<file path="src/rtl/mem_arb_pkg.sv">
// Shared encodings for the inst/data memory arbiter: source ids,
// access-size constants and the address-phase lock state.
package mem_arb_pkg;

    localparam logic SRC_INST = 1'b0;
    localparam logic SRC_DATA = 1'b1;

    localparam logic [1:0] SIZE_BYTE = 2'd0;
    localparam logic [1:0] SIZE_HALF = 2'd1;
    localparam logic [1:0] SIZE_WORD = 2'd2;

    // Bit 0 of a locked state carries the frozen source id.
    typedef enum logic [1:0] {
        LK_IDLE = 2'b00,
        LK_INST = 2'b10,
        LK_DATA = 2'b11
    } lock_e;

    function automatic lock_e lock_of(input logic src);
        return (src == SRC_DATA) ? LK_DATA : LK_INST;
    endfunction

endpackage

</file>
<file path="src/rtl/arb_order_fifo.sv">
// In-order source-id FIFO: one bit per outstanding memory transaction.
// Ports: clk, resetn, push/din, pop, full, empty, head (oldest entry).
import mem_arb_pkg::*;

module arb_order_fifo #(
    parameter int DEPTH = 2
) (
    input  logic clk,
    input  logic resetn,
    input  logic push,
    input  logic din,
    input  logic pop,
    output logic full,
    output logic empty,
    output logic head
);

    localparam int IW = (DEPTH > 1) ? $clog2(DEPTH) : 1;
    localparam int PW = $clog2(DEPTH) + 1;
    localparam logic [PW-1:0] PTR_MSB = PW'(1) << (PW - 1);

    logic [PW-1:0]    wr_ptr;
    logic [PW-1:0]    rd_ptr;
    logic [IW-1:0]    wr_idx;
    logic [IW-1:0]    rd_idx;
    logic [DEPTH-1:0] mem;
    logic             do_push;
    logic             do_pop;

    generate
        if (DEPTH == 1) begin : g_one
            assign wr_idx = '0;
            assign rd_idx = '0;
        end else begin : g_many
            assign wr_idx = wr_ptr[IW-1:0];
            assign rd_idx = rd_ptr[IW-1:0];
        end
    endgenerate

    assign empty = (wr_ptr == rd_ptr);
    // Wrap bits differ, index bits equal.
    assign full  = ((wr_ptr ^ rd_ptr) == PTR_MSB);
    assign head  = mem[rd_idx];

    // A simultaneous pop frees the slot a push into a full FIFO needs.
    assign do_pop  = pop && !empty;
    assign do_push = push && (!full || do_pop);

    always_ff @(posedge clk or negedge resetn) begin
        if (!resetn) begin
            wr_ptr <= '0;
            rd_ptr <= '0;
            mem    <= '0;
        end else begin
            if (do_push) begin
                mem[wr_idx] <= din;
                wr_ptr      <= wr_ptr + PW'(1);
            end
            if (do_pop) begin
                rd_ptr <= rd_ptr + PW'(1);
            end
        end
    end

endmodule

</file>
<file path="src/rtl/mem_arbiter.sv">
// Two-to-one SRAM-like arbiter: fetch (i_*) and data (d_*) share m_*.
// Ports: i_*/d_* requester sides, m_* memory side, optional perf_*
// counters when MEM_ARBITER_PERF_EN is defined.
import mem_arb_pkg::*;

module mem_arbiter #(
    parameter int MAX_OUTSTANDING = 2,
    parameter int STARVE_LIMIT    = 4
) (
    input  logic        clk,
    input  logic        resetn,
    input  logic        i_req,
    input  logic        i_wr,
    input  logic [1:0]  i_size,
    input  logic [3:0]  i_wstrb,
    input  logic [31:0] i_addr,
    input  logic [31:0] i_wdata,
    output logic        i_addr_ok,
    output logic        i_data_ok,
    output logic [31:0] i_rdata,
    input  logic        d_req,
    input  logic        d_wr,
    input  logic [1:0]  d_size,
    input  logic [3:0]  d_wstrb,
    input  logic [31:0] d_addr,
    input  logic [31:0] d_wdata,
    output logic        d_addr_ok,
    output logic        d_data_ok,
    output logic [31:0] d_rdata,
    output logic        m_req,
    output logic        m_wr,
    output logic [1:0]  m_size,
    output logic [3:0]  m_wstrb,
    output logic [31:0] m_addr,
    output logic [31:0] m_wdata,
    input  logic        m_addr_ok,
    input  logic        m_data_ok,
    input  logic [31:0] m_rdata
`ifdef MEM_ARBITER_PERF_EN
    ,
    output logic [31:0] perf_i_grants,
    output logic [31:0] perf_d_grants,
    output logic [31:0] perf_full_stall
`endif
);

    localparam logic [3:0] LIMIT = 4'(STARVE_LIMIT);

    lock_e      state_q;
    lock_e      state_d;
    logic       sel;
    logic       accept;
    logic [3:0] starve;
    logic       starve_hit;
    logic       fifo_full;
    logic       fifo_empty;
    logic       fifo_head;
    logic       pop;

    assign starve_hit = (starve == LIMIT);

    always_ff @(posedge clk or negedge resetn) begin
        if (!resetn) state_q <= LK_IDLE;
        else         state_q <= state_d;
    end

    always_comb begin
        sel     = SRC_INST;
        m_req   = 1'b0;
        state_d = LK_IDLE;
        unique case (state_q)
            LK_INST: begin
                sel   = SRC_INST;
                m_req = 1'b1;
            end
            LK_DATA: begin
                sel   = SRC_DATA;
                m_req = 1'b1;
            end
            default: begin
                m_req = !fifo_full && (i_req || d_req);
                sel   = (d_req && !(i_req && starve_hit))
                        ? SRC_DATA : SRC_INST;
            end
        endcase
        if (m_req && !m_addr_ok) state_d = lock_of(sel);

        m_wr    = (sel == SRC_DATA) ? d_wr    : i_wr;
        m_size  = (sel == SRC_DATA) ? d_size  : i_size;
        m_wstrb = (sel == SRC_DATA) ? d_wstrb : i_wstrb;
        m_addr  = (sel == SRC_DATA) ? d_addr  : i_addr;
        m_wdata = (sel == SRC_DATA) ? d_wdata : i_wdata;
    end

    assign accept    = m_req && m_addr_ok;
    assign i_addr_ok = accept && (sel == SRC_INST);
    assign d_addr_ok = accept && (sel == SRC_DATA);

    // Counts data wins over a waiting fetch; reaching LIMIT flips priority.
    always_ff @(posedge clk or negedge resetn) begin
        if (!resetn) begin
            starve <= '0;
        end else if (!i_req) begin
            starve <= '0;
        end else if (accept) begin
            if (sel == SRC_INST)  starve <= '0;
            else if (!starve_hit) starve <= starve + 4'd1;
        end
    end

    arb_order_fifo #(
        .DEPTH (MAX_OUTSTANDING)
    ) u_order (
        .clk    (clk),
        .resetn (resetn),
        .push   (accept),
        .din    (sel),
        .pop    (pop),
        .full   (fifo_full),
        .empty  (fifo_empty),
        .head   (fifo_head)
    );

    // A stray response with nothing outstanding is dropped.
    assign pop       = m_data_ok && !fifo_empty;
    assign i_data_ok = pop && (fifo_head == SRC_INST);
    assign d_data_ok = pop && (fifo_head == SRC_DATA);
    assign i_rdata   = m_rdata;
    assign d_rdata   = m_rdata;

    rsp_needs_outstanding: assert property (
        @(posedge clk) disable iff (!resetn)
        !(m_data_ok && fifo_empty)
    ) else $warning("mem_arbiter: m_data_ok with no outstanding request");

`ifdef MEM_ARBITER_PERF_EN
    always_ff @(posedge clk or negedge resetn) begin
        if (!resetn) begin
            perf_i_grants   <= '0;
            perf_d_grants   <= '0;
            perf_full_stall <= '0;
        end else begin
            if (i_addr_ok) perf_i_grants <= perf_i_grants + 32'd1;
            if (d_addr_ok) perf_d_grants <= perf_d_grants + 32'd1;
            if (fifo_full && (i_req || d_req))
                perf_full_stall <= perf_full_stall + 32'd1;
        end
    end
`endif

endmodule
</file>
<file path="config.mk">
export PLATFORM = sky130hd
export DESIGN_NAME = mem_arbiter
export DESIGN_NICKNAME = d
export VERILOG_FILES = /design/src/rtl/mem_arb_pkg.sv /design/src/rtl/arb_order_fifo.sv /design/src/rtl/mem_arbiter.sv
export SDC_FILE = /design/constraint.sdc
export NUM_CORES = 1
export LEC_CHECK = 0
export CAP_MARGIN = 20
export CORE_AREA = 2 2 123 125
export CTS_CLUSTER_DIAMETER = 40
export DETAILED_ROUTE_END_ITERATION = 7
export DIE_AREA = 0 0 125 127
export SETUP_SLACK_MARGIN = 0.5
export SLEW_MARGIN = 30
export SYNTH_ARGS = -nofsm -noshare
export SYNTH_HDL_FRONTEND = slang
export SYNTH_SLANG_ARGS = --single-unit
</file>
<file path="constraint.sdc">
create_clock -name clk -period 2.3 [get_ports clk]
set_input_delay 0.46 -clock clk [delete_from_list [all_inputs] [get_ports clk]]
set_output_delay 0.46 -clock clk [all_outputs]
set_load 0.005 [all_outputs]
</file>
==> metrics <==
final setup margin=-0.368 ns; Worst-Margin Slew=0.611 ns; crit share post-route=1.16; # fillers=1,527; H-tree depth=1; final core occ=0.385; initial antenna violation count=0; die width=125 µm; Worst Setup End Kind=primary output; placer's final routability congestion estimate=0.738; remaining global-route overflow=0; wire length of the first global-routing pass=18,100 µm; Via Count=3,062; hold endpoint=u_order.mem[1]$_DFFE_PN0P_; Synthesis Warnings=0; Max-Slew Margin vs Limit=0.591; register area=303 µm²; cell accounting for the most synthesized area=nand2_1; Max VDD drop=0.000550 V; leading cell types by count after synthesis=nand2_1, buf_4, buf_2, dfrtp_1, nor2_1; # setup viols final=67; Initial DRC Count=139; Post-Syn Instances=363; RSZ-0062 raised after global routing=yes; clock root cell=clkbuf_16; status=complete, but fails checks; die area=15,900 µm²; Req. time, crit path=1.84 ns; ANT nets after route=0; clock skew=0.00459 ns; Final min period=2.67 ns; Pins Over Slew Limit=0; multi-input logic area=1670 µm²; Worst EP arrival=2.21 ns; CP Max Fanout=5; R2R Path Start=starve[0]$_DFFE_PN0P_; area grow syn2layout=172%; Crit path top cell by count=buf_6; Worst Path Class, Setup=flop to primary output; CTS tree=yes; top-area cell type share of the netlist area=0.399; CP Cell Sequence=inv_2 -> ha_4 -> and4b_2 -> o21ai_4 -> buf_12 -> buf_6 -> buf_12 -> buf_12 -> buf_6 -> buf_6 -> buf_6 -> nand2_4 -> nand2_4 -> buf_6; Worst Hold Launch=u_order.mem[1]$_DFFE_PN0P_; Skew-Pair Late Insertion Delay=0.25 ns; Syn Nets=545; hold slack=0.572 ns; Post-synth EDFFs=0; largest net degree at the start of global routing=22; share of synthesized registers carrying an async set or reset=1.00; synthesized area=2040 µm²; Reg2Reg Setup Slack=0.28 ns; Antenna Cells=0; internal power=2.82 mW; First-pass DRT Iterations=4; Synth Flop Type=dfrtp_1; Detailed Route WL=13,500 µm; sequential power share=0.083; worst r2r path cells=10; Tot GR Track Use=0.147; via/cell ratio=3.90; Final Hold Viols=0; max_cap viols=0; dpl hpwl=8640 µm; failing checks=negative setup slack; Synth cell types=31; Comb power frac=0.835; flops & latches, synth=12; CP max-delay cell=dfrtp_1; Port Buf Inserts=223; most numerous cell in the Yosys netlist=nand2_1; row count=44; worst hold path type=flop to flop; Setup crit start kind=flop; Max Clk Rate=375 MHz; final net count=785; Net Sw Frac=0.381; clock buffer depth=2; # hold bufs at CTS=0; WL/cell=17.2 µm; CTS Sinks=12; top area cells in the synthesized netlist=nand2_1, buf_4, dfrtp_1; I/O pins=320; Clock power frac=0.082; PwrDens=820 nW/µm²; Num CTS Buffers=3; drt drc=0; leak pwr=2.78 nW; Critical R2R Capture=starve[3]$_DFFE_PN0P_; Synth Area per Inst=5.63 µm²; total core area=14,400 µm²; Die Span Y=127 µm; CP max stage delay=0.38 ns; hold path cells=1; Worst-path clk slew=0.05 ns; vias in the first global route=2,819; fraction of layout cells with a size suffix above 1=0.473; initial core utilization=0.142; Sw Pwr=1.73 mW; Seq/Total Area, Yosys=0.147
## final cells by class
type	count	share of cell area
Sequential cell	12	0.0545
Timing Repair Buffer	315	0.584
Inverter	5	0.00338
Clock buffer	4	0.0160
Multi-Input combinational cell	266	0.301
Tap cell	184	0.0415
## critical path, delay by kind of cell (launching register included)
family          cells  cell delay [ns]
buf+inv             9             0.98
simple gates        3             0.39
flops               1             0.38
fa+ha+maj           1             0.12
compound gates      1             0.07
## routing by layer
metal	part of all wire	up-vias	global-route usage
met2	0.50	179	0.248
met1	0.41	1343	0.190
li1	-	1533	-
met4	0.0067	0	0.0209
met3	0.091	7	0.0461
met5	0	-	0
## power by group through the flow
stage,clock [mW],sequential [mW],combinational (mW)
final,0.371,0.379,3.80
after global routing,0.382,0.387,4.10
after CTS,0.368,0.351,2.93
after detailed placement,0,0.362,2.27
after global placement,0,0.361,2.28
after floorplan,0,0.350,1.09
## state kept, by name, indices dropped and copies added (netlist names)
signal          count
u_order.mem         2
state_q             2
starve              4
u_order.rd_ptr      2
u_order.wr_ptr      2
## cell usage in the layout (no fill, tap or decap), types with 2 or more instances in the layout
| cell type | n |
|---|---|
| buf_2 | 41 |
| dfrtp_2 | 2 |
| nor2_4 | 4 |
| clkdlybuf4s50_1 | 145 |
| a21boi_0 | 2 |
| nand2_2 | 70 |
| mux2_4 | 2 |
| nor2_1 | 3 |
| clkbuf_16 | 9 |
| nand2_1 | 122 |
| nand2b_1 | 3 |
| xor2_1 | 4 |
| inv_2 | 3 |
| dfrtp_1 | 10 |
| inv_1 | 2 |
| nand3_1 | 2 |
| o21ai_4 | 2 |
| buf_4 | 30 |
| buf_6 | 34 |
| a21oi_1 | 3 |
| nor2b_1 | 2 |
| nand2_4 | 24 |
| dlymetal6s2s_1 | 4 |
| buf_16 | 11 |
| clkbuf_2 | 24 |
| nor3_1 | 2 |
| buf_12 | 13 |
| buf_8 | 5 |
## how the worst max path moves through the flow
stage,cells past startpoint,startpoint,to
after floorplan,8,starve[0]$_DFFE_PN0P_,m_wdata[1]
after global placement,7,i_req,m_wdata[15]
after detailed placement,7,i_req,m_wdata[25]
after CTS,9,starve[0]$_DFFE_PN0P_,m_addr[14]
after global routing,14,starve[0]$_DFFE_PN0P_,m_wdata[23]
final,14,starve[0]$_DFFE_PN0P_,m_wdata[23]
## kinds of logic (layout without fill, tap and decap cells)
group                    Yosys count  after routing  share of synthesized area
AND/OR/NAND/NOR                  236            236                      0.449
multiplexers                       4              4                     0.0208
buffers and inverters             85            324                      0.282
XOR/XNOR                           7              7                     0.0300
adder cells (fa/ha/maj)            2              2                     0.0122
AO/OA/AOI/OAI                     17             17                     0.0582
flip-flops                        12             12                      0.147
## repair_timing
action	CTS	global route
pin swaps	12	71
buffers inserted	22	33
endpoints found under the setup margin	79	82
cloned	10	8
endpoints found under the hold margin	0	0
gates resized for setup	196	262
## through the flow
step	total power [mW]	cells	TNS, ns	cell area (µm²)	worst slack, ns
floorplan	1.44	363	0	2140	0.490
global placement	2.64	709	-34.32	4160	-0.548
detailed placement	2.63	709	-34.37	4160	-0.534
CTS	3.65	745	-14.39	4730	-0.459
global route	4.87	786	-16.30	5550	-0.422
finish	4.55	786	-11.90	5550	-0.368
(Power assumes the default switching activity.)
